--- src/rtl/id_operand_fetch_pkg.sv ---
// Shared CPU constants and the ID/EX pipeline register layout for the decode operand front end.
package id_operand_fetch_pkg;

  localparam int unsigned DATA_W     = 32;
  localparam int unsigned REG_ADDR_W = 5;

  localparam logic EN           = 1'b1;
  localparam logic DIS          = 1'b0;
  localparam logic RESET_ACTIVE = 1'b1;

  typedef struct packed {
    logic                  en;
    logic [DATA_W-1:0]     ra_data;
    logic [DATA_W-1:0]     rb_data;
    logic [REG_ADDR_W-1:0] dst_addr;
    logic                  dst_we;
    logic                  is_load;
  } id_ex_t;

endpackage

--- src/rtl/id_operand_fetch_fwd_mux.sv ---
// Per-source operand resolution: the younger EX result wins over MEM, which wins over the GPR read.
module id_operand_fetch_fwd_mux
  import id_operand_fetch_pkg::*;
(
  input  logic [REG_ADDR_W-1:0] src_addr,
  input  logic                  ex_en,
  input  logic [REG_ADDR_W-1:0] ex_addr,
  input  logic [DATA_W-1:0]     ex_data,
  input  logic                  mem_en,
  input  logic [REG_ADDR_W-1:0] mem_addr,
  input  logic [DATA_W-1:0]     mem_data,
  input  logic [DATA_W-1:0]     gpr_data,
  output logic [DATA_W-1:0]     data
);

  always_comb begin
    data = gpr_data;
    if (ex_en == EN && ex_addr == src_addr) begin
      data = ex_data;
    end else if (mem_en == EN && mem_addr == src_addr) begin
      data = mem_data;
    end
  end

endmodule

--- src/rtl/id_operand_fetch.sv ---
// Decode-stage operand fetch: GPR addressing, EX/MEM forwarding, load-use bubbles and the ID/EX register.
module id_operand_fetch
  import id_operand_fetch_pkg::*;
(
  input  logic                  clk,
  input  logic                  reset,
  input  logic                  if_en,
  input  logic [REG_ADDR_W-1:0] if_ra_addr,
  input  logic [REG_ADDR_W-1:0] if_rb_addr,
  input  logic                  if_rb_used,
  input  logic [REG_ADDR_W-1:0] if_dst_addr,
  input  logic                  if_dst_we,
  input  logic                  if_is_load,
  input  logic                  stall,
  input  logic                  flush,
  output logic [REG_ADDR_W-1:0] gpr_rd_addr_0,
  output logic [REG_ADDR_W-1:0] gpr_rd_addr_1,
  input  logic [DATA_W-1:0]     gpr_rd_data_0,
  input  logic [DATA_W-1:0]     gpr_rd_data_1,
  input  logic                  ex_fwd_en,
  input  logic [REG_ADDR_W-1:0] ex_fwd_addr,
  input  logic [DATA_W-1:0]     ex_fwd_data,
  input  logic                  mem_fwd_en,
  input  logic [REG_ADDR_W-1:0] mem_fwd_addr,
  input  logic [DATA_W-1:0]     mem_fwd_data,
  output logic                  ld_hazard,
  output logic                  id_en,
  output logic [DATA_W-1:0]     id_ra_data,
  output logic [DATA_W-1:0]     id_rb_data,
  output logic [REG_ADDR_W-1:0] id_dst_addr,
  output logic                  id_dst_we,
  output logic                  id_is_load
);

  id_ex_t            id_q;
  id_ex_t            id_d;
  logic [DATA_W-1:0] ra_resolved;
  logic [DATA_W-1:0] rb_resolved;
  logic              src_match;

  assign gpr_rd_addr_0 = if_ra_addr;
  assign gpr_rd_addr_1 = if_rb_addr;

  id_operand_fetch_fwd_mux u_fwd_a (
    .src_addr (if_ra_addr),
    .ex_en    (ex_fwd_en),
    .ex_addr  (ex_fwd_addr),
    .ex_data  (ex_fwd_data),
    .mem_en   (mem_fwd_en),
    .mem_addr (mem_fwd_addr),
    .mem_data (mem_fwd_data),
    .gpr_data (gpr_rd_data_0),
    .data     (ra_resolved)
  );

  id_operand_fetch_fwd_mux u_fwd_b (
    .src_addr (if_rb_addr),
    .ex_en    (ex_fwd_en),
    .ex_addr  (ex_fwd_addr),
    .ex_data  (ex_fwd_data),
    .mem_en   (mem_fwd_en),
    .mem_addr (mem_fwd_addr),
    .mem_data (mem_fwd_data),
    .gpr_data (gpr_rd_data_1),
    .data     (rb_resolved)
  );

  // A load in ID/EX cannot forward its data yet; a stalled pipe holds everything so no bubble is needed.
  assign src_match = (id_q.dst_addr == if_ra_addr) ||
                     (if_rb_used && (id_q.dst_addr == if_rb_addr));
  assign ld_hazard = !stall && if_en && id_q.en && id_q.is_load && id_q.dst_we && src_match;

  always_comb begin
    id_d = id_q;
    if (flush == EN) begin
      id_d = '0;
    end else if (stall == EN) begin
      id_d = id_q;
    end else if (ld_hazard) begin
      id_d.en      = DIS;
      id_d.dst_we  = DIS;
      id_d.is_load = DIS;
    end else begin
      id_d.en       = if_en;
      id_d.ra_data  = ra_resolved;
      id_d.rb_data  = rb_resolved;
      id_d.dst_addr = if_dst_addr;
      id_d.dst_we   = if_en && if_dst_we;
      id_d.is_load  = if_en && if_is_load;
    end
  end

  always_ff @(posedge clk) begin
    if (reset == RESET_ACTIVE) begin
      id_q <= '0;
    end else begin
      id_q <= id_d;
    end
  end

  assign id_en       = id_q.en;
  assign id_ra_data  = id_q.ra_data;
  assign id_rb_data  = id_q.rb_data;
  assign id_dst_addr = id_q.dst_addr;
  assign id_dst_we   = id_q.dst_we;
  assign id_is_load  = id_q.is_load;

endmodule

--- config.mk ---
export PLATFORM = sky130hd
export DESIGN_NAME = id_operand_fetch
export DESIGN_NICKNAME = d
export VERILOG_FILES = /design/src/rtl/id_operand_fetch_pkg.sv /design/src/rtl/id_operand_fetch_fwd_mux.sv /design/src/rtl/id_operand_fetch.sv
export SDC_FILE = /design/constraint.sdc
export NUM_CORES = 1
export LEC_CHECK = 0
export ABC_AREA = 1
export BUFFER_PORTS_ARGS = -buffer_cell sky130_fd_sc_hd__clkbuf_2
export CORE_MARGIN = 2
export CORE_UTILIZATION = 30
export DETAILED_ROUTE_END_ITERATION = 10
export PLACE_DENSITY_LB_ADDON = 0.3
export SETUP_SLACK_MARGIN = 0.02
export SYNTH_ARGS = -nofsm -noshare
export SYNTH_HDL_FRONTEND = slang
export SYNTH_SLANG_ARGS = --single-unit
--- constraint.sdc ---
create_clock -name clk -period 1.6 [get_ports clk]
set_input_delay 0.16 -clock clk [delete_from_list [all_inputs] [get_ports clk]]
set_output_delay 0.16 -clock clk [all_outputs]
set_load 0.1 [all_outputs]
==> flow_summary.json <==
{
  "ys_warn_count": 0,
  "global_route.overflow_total": 0,
  "ys_seq_elements": 72,
  "preCtsSetupSlack_ns": -0.0405,
  "cpMaxStageDelayCell": "dfxtp_4",
  "cts-root-buf": "clkbuf_16",
  "drv_slew": 0,
  "max-slew-margin-rel": 0.599,
  "vias_per_cell": 4.72,
  "cts_buffers": 9,
  "die-width_microns": 145,
  "postCtsHoldBufs": 0,
  "synth_edf_count": 0,
  "diodes": 0,
  "dr_wl_met3_microns": 2180,
  "dpl.cell_count": 1592,
  "hold_path_class": "in2reg",
  "powerDensity_nw_per_um2": 747,
  "clkTransAtPathRegs_ns": 0.06,
  "ant_nets": 0,
  "start_util": 0.306,
  "htreeDepth": 3,
  "vias": 7672,
  "violations": "setup timing",
  "ios": 246,
  "grt_pass1_vias": 7090,
  "rrSetupSlack_ns": -0.11,
  "rsz0062_at_grt": "yes",
  "wl_met1_microns": 10800,
  "num_rows": 51,
  "final_hold_viol_count": 0,
  "wire_per_inst_microns": 15.0,
  "leakagePower_uw": 0.00483,
  "p_sw_uw": 2480,
  "drive_gt1_frac": 0.260,
  "max_freq_ghz": 0.571,
  "cts_buffer_depth": 2,
  "p_int_uw": 3720,
  "tightest_slew_ns": 0.604,
  "wl_met2_microns": 10700,
  "p_comb_frac": 0.357,
  "cts_num_sinks": 72,
  "drt-total-wl_microns": 24300,
  "syn_area_sq_um": 5980,
  "stdcell_count": 1626,
  "crit_type": "reg2out",
  "layout_min_cycle_time_ns": 1.75,
  "arrival_ns": 1.59,
  "end_kind": "output port",
  "p_sw_frac": 0.400,
  "ys.flop_type": "dfxtp_1",
  "crit_path_start": "id_dst_addr[3]$_SDFFE_PP0P_",
  "crit_chain": "inv_2 > nand2_1 > nand2_1 > nor2_1 > nand3_1 > nand2_2 > nand2_4 > buf_12 > clkinvlp_4 > buf_12",
  "synthToLayoutAreaGrowth_pct": 38.9,
  "skew_ns": 0.00546,
  "reg2reg_to": "id_rb_data[11]$_SDFFE_PP0P_",
  "layout_common_cells": "nand2_1, clkbuf_2, nor2_1",
  "die-area_sq_um": 21100,
  "syn-num-nets": 1293,
  "clkPwrFrac": 0.334,
  "reg2reg_depth": 14,
  "design.core.area_sq_um": 19500,
  "seq_power_share": 0.309,
  "clk_latency_ns": 0.35,
  "start_kind": "flip-flop",
  "async_flop_share": 0,
  "firstDrtPassIters": 6,
  "crit_required_ns": 1.44,
  "hpwlAfterDp_microns": 16600,
  "yosysSeqAreaShare": 0.241,
  "fin_crit_sh": 1.09,
  "cts_tree": "done",
  "status": "complete, but fails checks",
  "r2r-start": "id_dst_addr[3]$_SDFFE_PP0P_",
  "drv_cap": 0,
  "synth.distinct_cells": 24,
  "grt_max_degree": 79,
  "drc": 0,
  "final_common_cell": "nand2_1",
  "port_buffers": 245,
  "slowest_delay_ns": 0.36,
  "synthCells": 1130,
  "grt_usage": 0.225,
  "drtIter0Drc": 587,
  "layout.nets": 1519,
  "antenna_found_initial": 0,
  "finalSetupViolations": 65,
  "crit_end": "ld_hazard",
  "layout_setup_ws_ns": -0.151,
  "path_max_fanout": 4,
  "cp.depth": 10,
  "synth_area_per_cell_sq_um": 5.29,
  "crit_family": "simple AND/OR/NAND/NOR gates",
  "die_h_microns": 145,
  "grt_pass1_wl_microns": 37700,
  "gp_congestion": 0.866,
  "maxUsedRoutingLayer": "met4",
  "timing.critical_path.buf_inv": 4,
  "max-vdd-ir-drop_mv": 0.534
}
## flip-flops by register name, indices dropped and copies added (netlist names)
signal	flops
id_ra_data	32
id_rb_data	32
id_dst_addr	5
id_dst_we	1
id_en	1
id_is_load	1
## what timing repair did
item,in CTS,in global routing
buffers inserted,4,7
gates cloned,5,2
pin swaps,3,3
endpoints found under the setup margin,37,73
resized for setup,5,6
## per-layer routing
metal  global-route usage  vias to the layer above
met5                    0                        -
met4               0.0833                        0
met3               0.0409                       46
met2                0.364                      412
met1                0.298                     3325
li1                     -                     3889
## layout make-up
| class | instances | area [sq um] |
|---|---|---|
| clock buffer | 14 | 285 |
| clock inverter | 2 | 10.0 |
| fill | 2216 | 11200 |
| inverter | 189 | 713 |
| multi-input combinational | 786 | 3480 |
| sequential | 72 | 1470 |
| tap | 265 | 332 |
| timing repair buffer | 298 | 2020 |
## cell families after synthesis
| group | Yosys count | synth area share |
|---|---|---|
| xor+xnor | 3 | 0.00440 |
| compound gates | 14 | 0.0123 |
| buf+inv | 272 | 0.194 |
| simple gates | 769 | 0.548 |
| flops | 72 | 0.241 |
## synthesized netlist by cell type, types with 3 or more instances
master    instances  area share
a21oi_1           8      0.0067
buf_2            43       0.036
buf_4            13       0.016
buf_6             5      0.0094
clkbuf_1         20       0.013
dfxtp_1          72        0.24
inv_1           179        0.11
inv_2            10      0.0063
nand2_1         338        0.21
nand3_1         134        0.11
nand3b_1          7      0.0088
nand4_1          64       0.067
nor2_1          216        0.14
nor2_2            3      0.0031
o21ai_1           3      0.0025
## power by group through the flow
stage | sequential [uW] | clock, uW | combinational [uW]
2_1_floorplan | 2530 | 0 | 890
3_3_place_gp | 1960 | 0 | 2120
3_5_place_dp | 1960 | 0 | 2120
4_1_cts | 1920 | 2110 | 2170
5_1_grt | 1930 | 2200 | 2380
6_report | 1920 | 2070 | 2220
## worst reg2reg max path, stage by stage, from the launching register on
cell	delay [ns]
dfxtp_4	0.36
inv_2	0.04
nand2_1	0.04
nand2_1	0.05
nor2_1	0.12
nand3_1	0.10
nand2_2	0.11
nand2_4	0.06
buf_6	0.17
nand2_8	0.13
buf_12	0.13
buf_16	0.13
nand2_1	0.05
nand2_1	0.07
nor2_1	0.05
## worst min-delay path by stage
stage | start | endpoint | depth (start not counted)
after CTS | stall | id_dst_we$_SDFFE_PP0N_ | 3
final | stall | id_dst_we$_SDFFE_PP0N_ | 3
after global routing | stall | id_dst_we$_SDFFE_PP0N_ | 3
after floorplan | stall | id_en$_SDFFE_PP0N_ | 2
after detailed placement | stall | id_dst_we$_SDFFE_PP0N_ | 3
after global placement | stall | id_dst_we$_SDFFE_PP0N_ | 3
## per-stage QoR
stage	utilization	power, uW	hold WS, ns	setup TNS (ns)	cell area, sq um
detailed placement	0.394	4080	0.444	-0.178	7690
floorplan	-	3420	0.290	-0.176	6010
CTS	0.419	6200	0.0749	-5.04	8180
global route	0.425	6500	0.0884	-10.39	8310
global placement	0.394	4080	0.446	-0.00902	7690
finish	0.425	6210	0.0866	-4.20	8310
Note: power is estimated with default switching activity, not from simulation.
